--- config.mk ---
export PLATFORM = sky130hd
export DESIGN_NAME = mult_div_ctrl
export DESIGN_NICKNAME = d
export VERILOG_FILES = /design/src/rtl/mult_div_ctrl_pkg.sv /design/src/rtl/md_watchdog.sv /design/src/rtl/mult_div_ctrl.sv
export SDC_FILE = /design/constraint.sdc
export NUM_CORES = 1
export LEC_CHECK = 0
export ABC_AREA = 1
export CAP_MARGIN = 25
export CORE_ASPECT_RATIO = 0.7
export CORE_MARGIN = 2
export CORE_UTILIZATION = 40
export CTS_BUF_LIST = sky130_fd_sc_hd__clkbuf_2
export DETAILED_ROUTE_END_ITERATION = 10
export MAX_ROUTING_LAYER = met4
export PLACE_DENSITY = 0.81
export SLEW_MARGIN = 10
export SYNTH_ARGS = -nofsm -noshare
export SYNTH_HDL_FRONTEND = slang
export SYNTH_SLANG_ARGS = --single-unit
--- constraint.sdc ---
create_clock -name clock -period 1.59 [get_ports clock]
set_clock_uncertainty 0.05 [all_clocks]
set_input_delay 0.2385 -clock clock [delete_from_list [all_inputs] [get_ports clock]]
set_output_delay 0.2385 -clock clock [all_outputs]
set_load 0.02 [all_outputs]
--- src/rtl/mult_div_ctrl_pkg.sv ---
// Shared definitions for the mult/div sequencer: controller states,
// operation encodings and the default datapath width.
package mult_div_ctrl_pkg;

    localparam int MD_DATA_W = 32;

    localparam logic OP_MULT = 1'b0;
    localparam logic OP_DIV  = 1'b1;

    typedef enum logic [2:0] {
        IDLE,
        CLEAR,
        RUN,
        WRITE,
        EXC,
        TERR
    } md_state_e;

endpackage

--- src/rtl/md_watchdog.sv ---
// RUN-state watchdog for the mult/div sequencer. The counter is cleared on
// entry to RUN, counts while enabled and flags expiry in the cycle where
// LIMIT RUN cycles have elapsed without completion.
// Only present when MD_TIMEOUT_EN is defined.
`ifdef MD_TIMEOUT_EN
module md_watchdog #(
    parameter int LIMIT = 40
) (
    input  logic clock,
    input  logic reset,
    input  logic clear_i,
    input  logic enable_i,
    output logic expire_o
);

    localparam int CW = $clog2(LIMIT + 1);

    logic [CW-1:0] count_q;
    logic [CW-1:0] count_d;

    // Next count: clear wins, otherwise count up while enabled, saturating at LIMIT
    always_comb begin
        count_d = count_q;
        if (clear_i) begin
            count_d = '0;
        end else if (enable_i && (count_q != CW'(LIMIT))) begin
            count_d = count_q + CW'(1);
        end
    end

    // Counter register with synchronous reset
    always_ff @(posedge clock) begin
        if (reset) begin
            count_q <= '0;
        end else begin
            count_q <= count_d;
        end
    end

    assign expire_o = enable_i && (count_q == CW'(LIMIT - 1));

endmodule
`endif

--- src/rtl/mult_div_ctrl.sv ---
// Sequencer between the CPU control unit and the shared mult/div datapath.
// Latches one MULT/DIV request, pulses the datapath reset, holds the mode
// until the datapath reports completion, then writes HI/LO. A divide with a
// zero divisor is trapped without starting the datapath.
// Optional feature: define MD_TIMEOUT_EN to add a RUN-state watchdog that
// retires a hung operation through the TERR state.
module mult_div_ctrl
    import mult_div_ctrl_pkg::*;
#(
    parameter int DATA_W         = MD_DATA_W,
    parameter int TIMEOUT_CYCLES = 40
) (
    input  logic              clock,
    input  logic              reset,
    input  logic              start,
    input  logic              op,
    input  logic [DATA_W-1:0] a_in,
    input  logic [DATA_W-1:0] b_in,
    output logic              busy,
    output logic              done,
    output logic              div_by_zero,
    output logic              timeout_err,
    output logic [DATA_W-1:0] hi,
    output logic [DATA_W-1:0] lo,
    output logic              md_hd_control,
    output logic [DATA_W-1:0] md_a,
    output logic [DATA_W-1:0] md_b,
    output logic              md_reset,
    input  logic [DATA_W-1:0] md_hi,
    input  logic [DATA_W-1:0] md_lo,
    input  logic              md_done
);

    md_state_e         state_q, state_d;
    logic              op_q, op_d;
    logic [DATA_W-1:0] a_q, a_d;
    logic [DATA_W-1:0] b_q, b_d;
    logic [DATA_W-1:0] hi_q, hi_d;
    logic [DATA_W-1:0] lo_q, lo_d;
    logic              runFirst_q, runFirst_d;
    logic              wdExpire;

`ifdef MD_TIMEOUT_EN
    md_watchdog #(
        .LIMIT(TIMEOUT_CYCLES)
    ) u_watchdog (
        .clock   (clock),
        .reset   (reset),
        .clear_i (state_q == CLEAR),
        .enable_i(state_q == RUN),
        .expire_o(wdExpire)
    );
`else
    logic [31:0] unusedTimeout;
    assign unusedTimeout = 32'(TIMEOUT_CYCLES);
    assign wdExpire      = 1'b0;
`endif

    // Next-state logic: request acceptance, datapath sequencing and HI/LO capture
    always_comb begin
        state_d    = state_q;
        op_d       = op_q;
        a_d        = a_q;
        b_d        = b_q;
        hi_d       = hi_q;
        lo_d       = lo_q;
        runFirst_d = (state_q == CLEAR);
        case (state_q)
            IDLE: begin
                if (start) begin
                    op_d = op;
                    a_d  = a_in;
                    b_d  = b_in;
                    if ((op == OP_DIV) && (b_in == '0)) begin
                        state_d = EXC;
                    end else begin
                        state_d = CLEAR;
                    end
                end
            end
            CLEAR: begin
                state_d = RUN;
            end
            RUN: begin
                if (md_done && !runFirst_q) begin
                    hi_d    = md_hi;
                    lo_d    = md_lo;
                    state_d = WRITE;
                end else if (wdExpire) begin
                    state_d = TERR;
                end
            end
            WRITE: begin
                state_d = IDLE;
            end
            EXC: begin
                state_d = IDLE;
            end
            default: begin
                state_d = IDLE;
            end
        endcase
    end

    // State, latched request and architectural HI/LO registers
    always_ff @(posedge clock) begin
        if (reset) begin
            state_q    <= IDLE;
            op_q       <= OP_MULT;
            a_q        <= '0;
            b_q        <= '0;
            hi_q       <= '0;
            lo_q       <= '0;
            runFirst_q <= 1'b0;
        end else begin
            state_q    <= state_d;
            op_q       <= op_d;
            a_q        <= a_d;
            b_q        <= b_d;
            hi_q       <= hi_d;
            lo_q       <= lo_d;
            runFirst_q <= runFirst_d;
        end
    end

    // Status outputs decoded from the state register
    always_comb begin
        busy        = (state_q != IDLE);
        done        = (state_q == WRITE) || (state_q == EXC) || (state_q == TERR);
        div_by_zero = (state_q == EXC);
`ifdef MD_TIMEOUT_EN
        timeout_err = (state_q == TERR);
`else
        timeout_err = 1'b0;
`endif
        md_reset    = reset || (state_q != RUN);
    end

    assign hi            = hi_q;
    assign lo            = lo_q;
    assign md_hd_control = op_q;
    assign md_a          = a_q;
    assign md_b          = b_q;

endmodule

After elaboration in Yosys (flattened, before gate mapping) --
Cells that the tools add are included. Widths: inputs -> output; s select.
Operators by class: equality and inequality tests 8, muxes and demuxes 4, reduce and logical (&&, ||, !) cells 12
Operator list (number):
- $logic_not 32->1 | 1
- $mux 3 | 3
- $pmux 3 s3 | 1
- $eq 3x2->1 const B | 2
- $eq 3x3->1 const B | 2
- $reduce_and 2->1 | 3
- $ne 2x2->1 const B | 2
- $eq 3x1->1 const B | 1
- $logic_not 3->1 | 1
- $logic_or 1x1->1 | 3
- $ne 3x2->1 const B | 1
- $reduce_bool 3->1 | 1
- $logic_and 1x1->1 | 2
- $logic_not 1->1 | 1
Word-level totals: register bits 133, word-level logic and storage cells 31

Logic depth before layout (Yosys ltp) --
depth in word-level cells 5, mapped depth 8, mapped depth without buffers 7

Worst setup path after synthesis --
OpenSTA, ideal clock, no wires.
kind register to register, start register state_q[2], end register hi_q[0] (netlist: hi[0]), setup time 113 ps, arrival time 1065 ps, data required time 1427 ps, setup slack 362 ps, stages on the path, launching flop included 9, buffers on the path 2, cell sequence dfxtp_1 -> nor2_4 -> nand2_1 -> inv_2 -> nand2_2 -> buf_6 -> buf_6 -> o21ai_1 -> nor2_1
On the way: longest elaborated chain between the ends 2
RTL lines:
- start: declaration | RTL line mult_div_ctrl.sv:34 | md_state_e state_q, state_d;
- start signal: assignment | RTL line mult_div_ctrl.sv:116 | state_q <= state_d;
- $eq 3x2->1 | RTL line mult_div_ctrl.sv:68 | case (state_q)
- $reduce_and 2->1 (no source line)
- end signal: assignment | RTL line mult_div_ctrl.sv:120 | hi_q <= hi_d;
- end: declaration | RTL line mult_div_ctrl.sv:38 | logic [DATA_W-1:0] hi_q, hi_d;
Every way passes these cells. A chain may end at the register's enable or synchronous reset.

Worst setup path after layout --
start register state_q[0], end output port md_reset
On the way: longest elaborated chain between the ends 2
RTL lines:
- $ne 3x2->1 | RTL line mult_div_ctrl.sv:136 | md_reset = reset || (state_q != RUN);
- $logic_or 1x1->1 | RTL line mult_div_ctrl.sv:136
- end: declaration | RTL line mult_div_ctrl.sv:28 | output logic md_reset,
Every way passes these cells.

==> run metrics <==
Via density approximately 4.7; Final min period between 1.5 and 2 ns; Synth Flop Type dfxtp_1; Initial Utilization 0.4097; Nets 1,046; TritonCTS Buffers 17; clk sinks about 130; HPWL after DPL around 10,000 um; Yosys top cell by area dfxtp_1; Placeable Area 11,730 um^2; CTS H-Tree Depth 4; f_max 575.9 MHz; Max-cap violations 0; hold_ws 0.06716 ns; post-synth cell types 23; Vert. Die Dim roughly 96 um; reg2reg start state_q[0]; non-filler instance count after layout ~1,100; Async SR Flop Fraction 0; sw power between 2 and 2.5 mW; PD cells approximately 1000 nW/um^2; antenna-violating nets left 0; top cells by area, synth dfxtp_1 55%, nor2_1 12%, nand2_1 11%, a21oi_1 7.2%, o21ai_1 6.3%; worst-case clock buffer depth 2; Mean Syn Cell Area 7.774 um^2; vias in the first global route 4,599; DRC 0; fin worst setup slack -0.1463 ns; overall routing resource usage 0.2259; CP endpoint kind primary output; Die W around 130 um; Register-to-Register Setup Slack -0.06 ns; combinational share of power 0.255; P_leak about 3.5 nW; iteration count of the initial detailed-routing pass 4; RSZ-0062 raised after global routing yes; I/O Buffers approximately 270; Syn-to-layout area delta 67.29%; row count 33; initial antenna violation count 1; failing checks setup timing; Setup TNS Final -1.560 ns; Vias slightly above 5,000; Crit Path Class flip-flop to primary output; status finished with violations; Syn Std Cell Area 4805 um^2; Synth top area share 0.5542; first-pass GRT wire length 22,300 um; total grt overflow 0; Flop pwr share 0.452; count leader, synth nor2_1; routed wire length 16,000 um; switch share 0.2973; cells after synthesis slightly above 600; Worst setup SP type flip-flop; Slew headroom 0.5016; crit path DAT about 1.5 ns; root buffer cell clkbuf_2; CTS tree yes; final setup vio count between 50 and 60; Clock power frac 0.293; yosys warns 0; Initial DRC Count about 310; worst vdd ir approximately 0.6 mV; Clock Latency Late Sink around 0.64 ns; Avg WL per Cell around 15 um; CP Max Fanout 4; clk slew on worst S/H paths ~0.20 ns; Hold Path Origin a_in[30]; Worst Max-Slew Pin Slew approximately 0.75 ns; gpl congestion approximately 0.79; Seq/Total Area, Yosys 0.5542; largest net degree at the start of global routing 68; full die area around 13,000 um^2; final hold vios 0; dpl cells ~1,000; post-synthesis register bit count ~130; I/O Pins approximately 270; number of enable flip-flop cells after synthesis 0; Syn Nets between 700 and 800; crit path launch state_q[0]; Int Pwr a little under 6 mW; Final Slew Violations 0; Hold Path Class primary input to flip-flop; most instantiated cells after synthesis 149 x nor2_1, 139 x nand2_1, 133 x dfxtp_1, 69 x a21oi_1, 60 x o21ai_1; share of cells above drive strength 1 0.3456; CP required between 1 and 1.5 ns; Final Cycle Share 1.092
state kept, by name (all words and copies together) (netlist names):
name,flops
hi,32
lo,32
md_a,32
md_b,32
md_hd_control,1
runFirst_q,1
state_q,3
logic make-up (layout without fill, tap and decap cells):
group	Yosys count	after routing	share of synthesized area
DFF	133	133	0.5542
AOI/OAI and AO/OA	135	135	0.1414
other	1	2	0.0007805
and+or+nand+nor	298	298	0.2388
buffers and inverters	51	359	0.06484
worst paths after layout:
| path | to | cells past startpoint |
|---|---|---|
| hold reg to reg | md_b[13] | 2 |
| hold / removal | md_a[30] | 3 |
| setup reg to reg | md_b[30] | 9 |
| setup / recovery | md_reset | 5 |
cell usage in the layout, fill, tap and decap left out, drive strengths merged, types with 5 or more instances in the layout:
cell,n
a21oi,69
nand2,140
buf,158
bufinv,5
nor2,150
dlygate4sd3,17
inv,7
o21ai,65
clkdlybuf4s50,131
clkbuf,30
dfxtp,133
clkinv,8
through the flow:
stage,util,total power [mW],setup WS [ns],area [um^2]
3_3_place_gp,0.6482,5.720,0.007884,7601
3_5_place_dp,0.6482,5.746,-0.04444,7601
2_1_floorplan,-,4.723,0.3621,4805
4_1_cts,0.6375,8.003,-0.2325,7476
6_report,0.6854,8.285,-0.1463,8038
5_1_grt,0.6854,8.682,-0.2927,8038
routing by layer:
metal	vias up	global-route usage	wire length, um
met5	-	-	0
met4	0	0.09462	419
met3	29	0.05793	911
met2	186	0.3625	7703
met1	2341	0.2743	6965
li1	2568	-	-
power by group through the flow:
stage	Combinational (mW)	Clock, mW	Sequential (mW)
final	2.11	2.42	3.75
after global routing	2.27	2.63	3.78
after CTS	1.80	2.48	3.73
after detailed placement	1.96	0	3.78
after global placement	1.95	0	3.77
after floorplan	0.646	0	4.08
critical path, stage by stage (launching register included):
cell and delay (ns):
dfxtp_4 0.40, nor2_4 0.10, nand2_2 0.07, inv_2 0.06, nand2_2 0.05, buf_6 0.13
area by class of cell:
| cell class | instances | area [um^2] |
|---|---|---|
| fill | 994 | 3689 |
| timing repair buffer | 318 | 2805 |
| sequential | 133 | 2779 |
| multi-input combinational | 434 | 1902 |
| clock inverter | 14 | 207.7 |
| tap | 157 | 196.4 |
| clock buffer | 18 | 90.09 |
| inverter | 8 | 46.29 |
| timing repair inverter | 1 | 8.758 |
| antenna | 1 | 2.502 |
what timing repair did:
action,CTS,global route
cloned,0,11
hold buffers,11,6
gates resized for setup,603,102
setup buffers,3,8
endpoints found under the hold margin,11,6
endpoints found under the setup margin,133,108
pin swaps,1,2
No activity file was read; power rests on OpenSTA's default activity.
